[config.mk]
export PLATFORM = sky130hd
export DESIGN_NAME = hazard_ctrl_unit
export DESIGN_NICKNAME = d
export VERILOG_FILES = /design/src/rtl/hazard_ctrl_unit.sv
export SDC_FILE = /design/constraint.sdc
export NUM_CORES = 1
export LEC_CHECK = 0
export ABC_AREA = 0
export CAP_MARGIN = 20
export CORE_ASPECT_RATIO = 1.5
export CORE_MARGIN = 3
export CORE_UTILIZATION = 39
export CTS_CLUSTER_SIZE = 25
export DETAILED_ROUTE_END_ITERATION = 12
export PLACE_DENSITY = 0.7
export SLEW_MARGIN = 20
export SYNTH_ARGS = -nofsm -noshare
export SYNTH_HDL_FRONTEND = slang
export SYNTH_SLANG_ARGS = --single-unit
[constraint.sdc]
create_clock -name clk -period 3.2 [get_ports clk]
set_clock_uncertainty 0.1 [all_clocks]
set_input_delay 0.96 -clock clk [delete_from_list [all_inputs] [get_ports clk]]
set_output_delay 0.96 -clock clk [all_outputs]
set_load 0.01 [all_outputs]
[src/rtl/hazard_ctrl_unit.sv]
// Pipeline hazard sequencer for the 5-stage core.
// Turns ID/EX/MEM hazard information into per-stage enable, hold, bubble and
// flush controls. Handles the hazards operand forwarding cannot resolve:
// load-use interlock, taken-branch redirect, multi-cycle mul/div wait and
// data-memory wait. Control outputs are combinational from state and inputs;
// state, the mul/div wait counter and the performance counters are registered.
module hazard_ctrl_unit #(
  parameter int MD_TIMEOUT = 64,  // max cycles spent in MD_WAIT before abort (>=2)
  parameter int CNT_W      = 16   // width of the saturating performance counters
) (
  input  logic             clk,
  input  logic             rst_n,
  input  logic [4:0]       rs1_id,
  input  logic [4:0]       rs2_id,
  input  logic             use_rs1_id,
  input  logic             use_rs2_id,
  input  logic [4:0]       rd_ex,
  input  logic             MemRead_ex,
  input  logic             branch_taken_ex,
  input  logic             md_start_ex,
  input  logic             md_done,
  input  logic             dmem_req_mem,
  input  logic             dmem_ack,
  output logic             pc_write,
  output logic             if_id_write,
  output logic             if_id_flush,
  output logic             id_ex_hold,
  output logic             id_ex_bubble,
  output logic             ex_mem_hold,
  output logic             ex_mem_bubble,
  output logic             md_timeout,
  output logic [1:0]       state,
  output logic [CNT_W-1:0] stall_count,
  output logic [CNT_W-1:0] flush_count
);

  typedef enum logic [1:0] {
    RUN      = 2'd0,
    MD_WAIT  = 2'd1,
    MEM_WAIT = 2'd2
  } state_t;

  // Wide enough to hold MD_TIMEOUT-1 with headroom.
  localparam int MD_CNT_W = $clog2(MD_TIMEOUT) + 1;

  state_t              state_q, state_d;
  logic [MD_CNT_W-1:0] md_cnt_q, md_cnt_d;
  logic                load_use;
  logic                mem_stall;
  logic                md_expired;
  logic                flush_evt;

  // The ID instruction needs a register a load in EX has not produced yet.
  // x0 is never a real dependency.
  assign load_use = MemRead_ex && (rd_ex != 5'd0) &&
                    ((use_rs1_id && (rs1_id == rd_ex)) ||
                     (use_rs2_id && (rs2_id == rd_ex)));

  // In RUN a stall needs an outstanding request; once in MEM_WAIT the access
  // is known to be in flight, so only the ack matters.
  assign mem_stall = (state_q == MEM_WAIT) ? !dmem_ack : (dmem_req_mem && !dmem_ack);

  assign md_expired = (md_cnt_q == MD_CNT_W'(MD_TIMEOUT - 1));

  assign state = state_q;

  // Next-state and control decode; RUN and MEM_WAIT share one priority chain.
  always_comb begin
    // NOTE: every signal gets a default before the case so no path leaves a
    // value unassigned, which would otherwise infer a latch.
    pc_write      = 1'b1;
    if_id_write   = 1'b1;
    if_id_flush   = 1'b0;
    id_ex_hold    = 1'b0;
    id_ex_bubble  = 1'b0;
    ex_mem_hold   = 1'b0;
    ex_mem_bubble = 1'b0;
    md_timeout    = 1'b0;
    flush_evt     = 1'b0;
    state_d       = state_q;
    md_cnt_d      = md_cnt_q;

    case (state_q)
      RUN, MEM_WAIT: begin
        if (mem_stall) begin
          // Full freeze: nothing may advance past MEM.
          pc_write    = 1'b0;
          if_id_write = 1'b0;
          id_ex_hold  = 1'b1;
          ex_mem_hold = 1'b1;
          state_d     = MEM_WAIT;
        end else if (md_start_ex && !md_done) begin
          // Hold the mul/div in EX and feed NOPs downstream while it works.
          pc_write      = 1'b0;
          if_id_write   = 1'b0;
          id_ex_hold    = 1'b1;
          ex_mem_bubble = 1'b1;
          md_cnt_d      = MD_CNT_W'(1);
          state_d       = MD_WAIT;
        end else if (branch_taken_ex) begin
          // Squash the wrong-path IF and ID instructions; a load-use on the
          // squashed ID instruction is therefore irrelevant.
          if_id_flush  = 1'b1;
          id_ex_bubble = 1'b1;
          flush_evt    = 1'b1;
          state_d      = RUN;
        end else if (load_use) begin
          // One-cycle interlock; the load moves to MEM and the hazard clears.
          pc_write     = 1'b0;
          if_id_write  = 1'b0;
          id_ex_bubble = 1'b1;
          state_d      = RUN;
        end else begin
          state_d = RUN;
        end
      end

      MD_WAIT: begin
        if (md_done) begin
          state_d  = RUN;
          md_cnt_d = '0;
        end else if (md_expired) begin
          // Abort: release the pipeline exactly as a normal completion would.
          md_timeout = 1'b1;
          state_d    = RUN;
          md_cnt_d   = '0;
        end else begin
          pc_write      = 1'b0;
          if_id_write   = 1'b0;
          id_ex_hold    = 1'b1;
          ex_mem_bubble = 1'b1;
          md_cnt_d      = md_cnt_q + MD_CNT_W'(1);
        end
      end

      default: begin
        state_d  = RUN;
        md_cnt_d = '0;
      end
    endcase
  end

  // FSM state and mul/div wait counter.
  always_ff @(posedge clk or negedge rst_n) begin
    if (!rst_n) begin
      state_q  <= RUN;
      md_cnt_q <= '0;
    end else begin
      // NOTE: sequential state uses non-blocking assignments so all registers
      // update together from values sampled at the same clock edge.
      state_q  <= state_d;
      md_cnt_q <= md_cnt_d;
    end
  end

  // Saturating performance counters: stalled cycles and branch flushes.
  always_ff @(posedge clk or negedge rst_n) begin
    if (!rst_n) begin
      stall_count <= '0;
      flush_count <= '0;
    end else begin
      if (!pc_write && (stall_count != {CNT_W{1'b1}}))
        stall_count <= stall_count + CNT_W'(1);
      if (flush_evt && (flush_count != {CNT_W{1'b1}}))
        flush_count <= flush_count + CNT_W'(1);
    end
  end

endmodule

## Word level (Yosys, flattened, before mapping)

Cells that the tools add are included.

- Add/subtract/negate cells: 3
- Equality and inequality tests: 10
- Reduce and logical (&&, ||, !) cells: 16
- Muxes and demuxes: 38

Operator list:

| kind | count |
|---|---|
| $add 16x1->16 const B | 2 |
| $ne 16x16->1 const B | 2 |
| $mux 7 | 4 |
| $mux 1 | 26 |
| $pmux 7 s2 | 1 |
| $eq 5x5->1 | 2 |
| $logic_and 1x1->1 | 8 |
| $add 7x1->7 const B | 1 |
| $eq 7x6->1 const B | 1 |
| $mux 2 | 3 |
| $pmux 1 s2 | 3 |
| $reduce_bool 5->1 | 1 |
| $ne 2x2->1 const B | 2 |
| $pmux 2 s2 | 1 |
| $logic_not 1->1 | 3 |
| $ne 3x3->1 const B | 1 |
| $eq 2x1->1 const B | 1 |
| $eq 2x2->1 const B | 1 |
| $logic_not 2->1 | 1 |
| $reduce_and 2->1 | 1 |
| $reduce_or 2->1 | 1 |
| $logic_or 1x1->1 | 1 |

- Bits of input ports: 25
- Register bits: 41
- Output and inout port bits: 42

## Depth between registers and ports, before layout

Gate-level depths: netlist (run 1).

- Word-level depth: 11
- Depth in mapped cells: 8
- Depth with buffers taken out: 7

## Worst setup path after synthesis (run 1)

OpenSTA, ideal clock, no wires.

- Path type: input to output
- Start: input dmem_req_mem
- End: output pc_write
- Stages: 5
- Arrival: 2.119 ns
- Path slack: 0.021 ns
- Cell sequence: o21ba_2 > a22o_1 > or2_1 > nor2_1 > buf_4

- Longest elaborated chain between the ends: 4

RTL lines:

| element | RTL line | RTL |
|---|---|---|
| from (decl) | 22 | `input logic dmem_req_mem,` |
| $logic_and 1x1->1 | 61 | `assign mem_stall = (state_q == MEM_WAIT) ? !dmem_ack : (dmem_req_mem && !dmem_ack);` |
| $mux 1 | 61 |  |
| $mux 1 | - |  |
| $pmux 1 s2 | - |  |
| to (decl) | 24 | `output logic pc_write,` |

Every way passes these cells.

## Worst setup path in the final report (run 1)

- Start: input rd_ex[3]
- End: output id_ex_bubble

- Longest elaborated chain between the ends: 9

RTL lines:

| element | RTL line | RTL |
|---|---|---|
| from (decl) | 17 | `input logic [4:0] rd_ex,` |
| $eq 5x5->1, on equally long branches | 56, 57 |  |
| $logic_and 1x1->1, on equally long branches | 56, 57 |  |
| $logic_or 1x1->1 | 56 | `((use_rs1_id && (rs1_id == rd_ex)) \|\|` |
| $logic_and 1x1->1 * | 55 | `assign load_use = MemRead_ex && (rd_ex != 5'd0) &&` |
| $mux 1 * | 107 | `end else if (load_use) begin` |
| $mux 1 * | 100 | `end else if (branch_taken_ex) begin` |
| $mux 1 * | 92 | `end else if (md_start_ex && !md_done) begin` |
| $mux 1 * | 85 | `if (mem_stall) begin` |
| $mux 1 * | 83 | `case (state_q)` |
| to (decl) | 28 | `output logic id_ex_bubble,` |

Every way passes the cells marked *; elsewhere a longest branch is shown, timed or not.

==> metrics.yaml, run 1 <==
routing:
  num_vias: 1905
  wire_per_inst_um: 14.6
  drt_iter0_markers: 37
  dr.pass1.iters: 4
  drt-total-wl_um: 5400
  vias_per_cell: 5.13
  final_antenna_net_count: 0
  post-route-drc-count: 0
synth:
  ys_seq_elements: 41
  synth_top_area_share_pct: 45.6
  synth-compound-area-share_pct: 10.7
  synth_most_common_cell: "dfrtp_1"
  yosysTopAreaCell: "dfrtp_1"
  async_reset_ff_share_pct: 100
  synthTopCellsByArea: "dfrtp_1, xnor2_1, xor2_1"
  netlist_top_cells_count: "dfrtp_1, xnor2_1, nand2_1, nor2_1, nand3_1"
  yosys_warnings: 0
  syn-instance-count: 203
  synth_top_family_by_area: "simple AND/OR/NAND/NOR gates"
  syn_avg_cell_area_um2: 11.1
  yosys.area_share.adder_pct: 1.67
  synth_cell_types: 51
  synth_area_um2: 2250
  ys_seq_area_share_pct: 45.6
  synth_nets: 231
  synth_flop_cell: "dfrtp_1"
  yosys.area_share.simple_pct: 23.5
  synth-xor-area-share_pct: 15.5
  synthMuxAreaShare_pct: 1.50
  synth-edff-count: 0
grt:
  antenna_found_initial: 0
  grt_use_total_pct: 17.1
  grt_overflow: 0
  grt_max_degree: 42
  grt_pass1_wl_um: 8930
  grt_pass1_vias: 1943
worst_setup_path:
  worstSetupPathType: "in2out"
  cp.required_ns: 2.14
  cp-end-kind: "output pin"
  worst_setup_path_start_kind: "input pin"
  rrSetupSlack_ns: 0.93
  cp_max_fo: 2
  cp.arrival_ns: 2.34
clocking:
  clockRootBuffer: "clkbuf_8"
  htree_levels: 2
  cts_tree: "built"
  clock_sinks: 41
  numCtsBuffers: 5
  hold_buffers: 0
  clk_pin_slew_ns: 0.08
  clock_latency_ns: 0.28
  cts_buffer_depth: 2
floorplan:
  ioPinCount: 67
  die_h_um: 99.0
  dieArea_um2: 6730
  start_util_pct: 40.6
  rows: 33
  die_w_um: 68.0
  coreArea_um2: 5530
sta:
  slew_viol_final: 0
  relSlewSlack_pct: 39.4
  max_freq_ghz: 0.294
  tightestPinTransition_ns: 0.909
  setup_slack_ns: -0.205
  rsz0062_at_grt: "true"
  final-setup-viol-count: 3
  hold_viol: 0
  period_share_pct: 106
  min_period_ns: 3.40
power_and_ir_drop:
  ir_drop_uv: 327
  p_leak_uw: 0.00147
  powerDensity_nw_per_um2: 465
cells_and_area:
  antenna_cells: 0
  stdcell_area_um2: 3280
  layout-drive-gt1-share_pct: 29.2
  nets: 329
  multi_input_area_um2: 1260
  seq_area_um2: 1030
  final_util_pct: 59.4
  fill_cells: 504
  syn2layout_area_growth_pct: 46.1
placed_design:
  place_area_um2: 3130
  place_ws_ns: -0.935
  dp_hpwl_um: 3960
  gp_congestion: 0.705
  io_buffers: 66
outcome:
  status: "finished, violations left"
  violations: "negative setup slack"
run:
  max-cap-violations: 0
min_path:
  min_path_type: "reg2reg"
power by group:
part / leakage, uW / total [uW] / internal (uW) / switching [uW]
Sequential: 0.000548 / 703 / 599 / 104
Clock: 0.0000443 / 334 / 171 / 163
Combinational: 0.000880 / 492 / 293 / 199
cells by family (layout without fill, tap and decap cells):
group | count (synthesis) | after routing
AO/OA/AOI/OAI | 27 | 27
XOR/XNOR | 39 | 39
adder cells (fa/ha/maj) | 3 | 3
buffers and inverters | 5 | 103
flip-flops | 41 | 41
multiplexers | 3 | 3
AND/OR/NAND/NOR | 85 | 85
cells in the final DEF, fill, tap and decap left out, drive strengths merged, types with 2 or more instances in the layout:
cell type / count
a21o: 2
a21oi: 4
a22o: 2
and2: 7
and3: 12
and4: 2
buf: 41
clkbuf: 11
clkdlybuf4s15: 2
clkdlybuf4s50: 38
dfrtp: 41
dlygate4sd2: 8
ha: 3
inv: 2
mux2: 3
nand2: 14
nand3: 17
nand4: 7
nor2: 14
nor2b: 2
nor3b: 2
nor4: 3
o21ai: 7
o31a: 2
or2: 2
xnor2: 26
xor2: 13
final timing paths:
kind,cells after the start,endpoint,start
min in group asynchronous,1,md_cnt_q[6],rst_n
max in group asynchronous,1,flush_count[5],rst_n
worst min register to register,1,md_cnt_q[5],md_cnt_q[5]
worst min-delay path,1,md_cnt_q[5],md_cnt_q[5]
worst max-delay path,8,id_ex_bubble,rd_ex[3]
worst max register to register,7,stall_count[1],stall_count[0]
per-layer routing:
layer  global-route usage [%]  part of all wire [%]  routed length [um]
met5                        0                     0                   0
met4                     5.21                   1.3                  70
met3                     4.22                   6.8                 366
met2                     29.6                    52                2810
met1                     20.3                    40                2160
state kept, by name (all words and copies together), names as in the netlist:
register and cells:
flush_count 16, md_cnt_q 7, stall_count 16, state 2
area by class of cell:
| cell class | count | share of cell area [%] |
|---|---|---|
| repair buffers | 94 | 24.9 |
| multi-input cells | 157 | 38.4 |
| clock buffers | 7 | 2.63 |
| well taps | 70 | 2.67 |
| flip-flops and latches | 41 | 31.2 |
| inverters | 2 | 0.229 |
what timing repair did:
item / 4_1_cts / 5_1_grt
buffers inserted: 8 / 2
gates resized for setup: 83 / 12
pin swaps: 15 / 6
setup endpoints to repair: 8 / 7
critical path, cell delays in order:
cell	delay, ns
buf_8	0.10
buf_6	0.11
or4_4	0.51
o21ai_0	0.31
nor2_4	0.06
nor2_1	0.09
nor4_1	0.05
buf_2	0.15
per-stage QoR:
step	setup TNS (ns)	hold WS, ns	total power [uW]	std cells
after detailed placement	-4.98	0.380	1210	356
after global routing	-0.547	0.423	1640	371
after floorplan	0	0.350	921	203
final	-0.282	0.393	1530	371
after global placement	-4.82	0.362	1200	356
after CTS	-0.383	0.391	1550	370
(Power assumes the default switching activity.)
==> run 2: changes to the inputs <==
--- a/config.mk
+++ b/config.mk
@@ -10,6 +10,7 @@
 export CORE_ASPECT_RATIO = 1.5
 export CORE_MARGIN = 3
 export CORE_UTILIZATION = 39
+export CTS_BUF_LIST = sky130_fd_sc_hd__clkbuf_4 sky130_fd_sc_hd__clkbuf_8 sky130_fd_sc_hd__clkbuf_16
 export CTS_CLUSTER_SIZE = 25
 export DETAILED_ROUTE_END_ITERATION = 12
 export PLACE_DENSITY = 0.7
==> metrics.yaml, run 2 (synthesis results as in run 1) <==
clocking:
  clk_pin_slew_ns: 0.08  # about the same
  cts_buffer_depth: 2  # unchanged
  cts_tree: "built"
  clockRootBuffer: "clkbuf_8"
  numCtsBuffers: 5  # unchanged
  clock_sinks: 41  # unchanged
  clock_latency_ns: 0.28  # about the same
  htree_levels: 2  # unchanged
sta:
  tightestPinTransition_ns: 0.911  # +0.00208 ns
  hold_viol: 0  # unchanged
  rsz0062_at_grt: "true"
  period_share_pct: 106  # unchanged
  max_freq_ghz: 0.294  # unchanged
  final-setup-viol-count: 3  # unchanged
  relSlewSlack_pct: 39.2  # -0.14 points
  setup_slack_ns: -0.205  # unchanged
  min_period_ns: 3.40  # unchanged
  slew_viol_final: 0  # unchanged
grt:
  grt_max_degree: 42  # unchanged
  grt_pass1_wl_um: 8940  # +0.16%
  grt_overflow: 0  # unchanged
  grt_pass1_vias: 1942  # -0.051%
  grt_use_total_pct: 17.1  # unchanged
  antenna_found_initial: 0  # unchanged
floorplan:
  start_util_pct: 40.6  # unchanged
  ioPinCount: 67  # unchanged
  die_h_um: 99.0  # unchanged
  dieArea_um2: 6730  # unchanged
  coreArea_um2: 5530  # unchanged
  die_w_um: 68.0  # unchanged
  rows: 33  # unchanged
worst_setup_path:
  setup.worst_path.start: "rd_ex[3]"
  r2r_cells: 7  # unchanged
  crit_buf_inv: 3  # unchanged
  crit_family: "simple AND/OR/NAND/NOR gates"
  critPathSlowestCell: "or4_4"
  cp.arrival_ns: 2.34  # about the same
  worstSetupPathType: "in2out"
  worstReg2RegStart: "stall_count[0]"
  cp-end-kind: "output pin"
  cp_max_fo: 2  # unchanged
  reg2reg_to: "stall_count[1]"
  path_cells: "buf_8 > buf_6 > or4_4 > o21ai_0 > nor2_4 > nor2_1 > nor4_1 > buf_2"
  crit_path_max_incr_delay_ns: 0.51  # about the same
  cp.required_ns: 2.14  # about the same
  rrSetupSlack_ns: 0.93  # about the same
  worst_setup_path_start_kind: "input pin"
cells_and_area:
  fill_cells: 507  # +0.60%
  final_cell_mix: "dfrtp_1, clkdlybuf4s50_1, buf_4, xnor2_1, nand2_1"
  layout_commonest_cell: "dfrtp_1"
  syn2layout_area_growth_pct: 46.2
  final_cells: 371  # unchanged
  nets: 329  # unchanged
  top_regs: "flush_count x16, stall_count x16, md_cnt_q x7"
  antenna_cells: 0  # unchanged
  layout-drive-gt1-share_pct: 29.6  # +0.33 points
placed_design:
  gp_congestion: 0.705  # unchanged
  dp_hpwl_um: 3960  # unchanged
  io_buffers: 66  # unchanged
  dpl.cell_count: 356  # unchanged
  place_ws_ns: -0.935  # unchanged
routing:
  final_antenna_net_count: 0  # unchanged
  drt_iter0_markers: 36  # -2.7%
  num_vias: 1902  # -0.16%
  post-route-drc-count: 0  # unchanged
  wire_per_inst_um: 14.6  # about the same
  drt-total-wl_um: 5410  # about the same
  vias_per_cell: 5.13  # -0.16%
  dr.pass1.iters: 4  # unchanged
min_path:
  min_path_cells: 1  # unchanged
  min_path_type: "reg2reg"
  min-delay-start: "md_cnt_q[5]"
  min_to: "md_cnt_q[5]"
power_and_ir_drop:
  ir_drop_uv: 327  # about the same
  powerDensity_nw_per_um2: 468  # +0.44%
  p_leak_uw: 0.00148  # +0.23%
outcome:
  violations: "negative setup slack"
  status: "finished, violations left"
run:
  max-cap-violations: 0  # unchanged
-- run 2: cell counts in the layout (fill, tap and decap cells not counted) --
No cell type changed its count.
-- run 2: worst max-delay path by stage --
stage,slack [ns],cells after the start,end
final,-0.20,8,id_ex_bubble
after global routing,-0.33,9,id_ex_bubble
after CTS,-0.30,9,id_ex_bubble
after detailed placement,-0.93,8,id_ex_bubble
after global placement,-0.85,8,id_ex_bubble
after floorplan,0.02,5,pc_write
-- run 2: final cells by class --
cell class                      instances  area [um2]  share of cell area (%)
Sequential cell                        41        1030                    31.2
Tap cell                               70        87.6                    2.66
Inverter                                2        7.51                   0.228
Multi-Input combinational cell        157        1260                    38.3
Timing Repair Buffer                   94         817                    24.8
Clock buffer                            7        90.1                    2.74
-- run 2: repair_timing --
item	in CTS	in global routing
resized for setup	83	12
endpoints found under the setup margin	8	7
hold buffers	0	0
pin swaps	15	6
buffers inserted	8	2
-- run 2: per-stage QoR --
stage | setup TNS, ns | area, um2 | total power (uW) | hold WS, ns | utilization [%]
5_1_grt | -0.547 | 3290 | 1650 | 0.423 | 59.4
3_3_place_gp | -4.82 | 3130 | 1200 | 0.362 | 56.5
2_1_floorplan | 0 | 2250 | 921 | 0.350 | -
3_5_place_dp | -4.98 | 3130 | 1210 | 0.380 | 56.5
4_1_cts | -0.383 | 3280 | 1560 | 0.391 | 59.3
6_report | -0.282 | 3290 | 1540 | 0.393 | 59.4
-- run 2: layer usage --
metal  share of wire (%)  up-vias  GRT usage, %
met5                   0        -             0
met4                 1.3        0          5.21
met3                 6.8        6          4.22
met2                  52       55          29.4
met1                  40      930          20.5
li1                    -      911             -
-- run 2: report_power, final --
part	internal, uW	switching, uW	total, uW
logic	293	199	492
clock network	180	163	343
registers	599	104	703
total	1070	466	1540
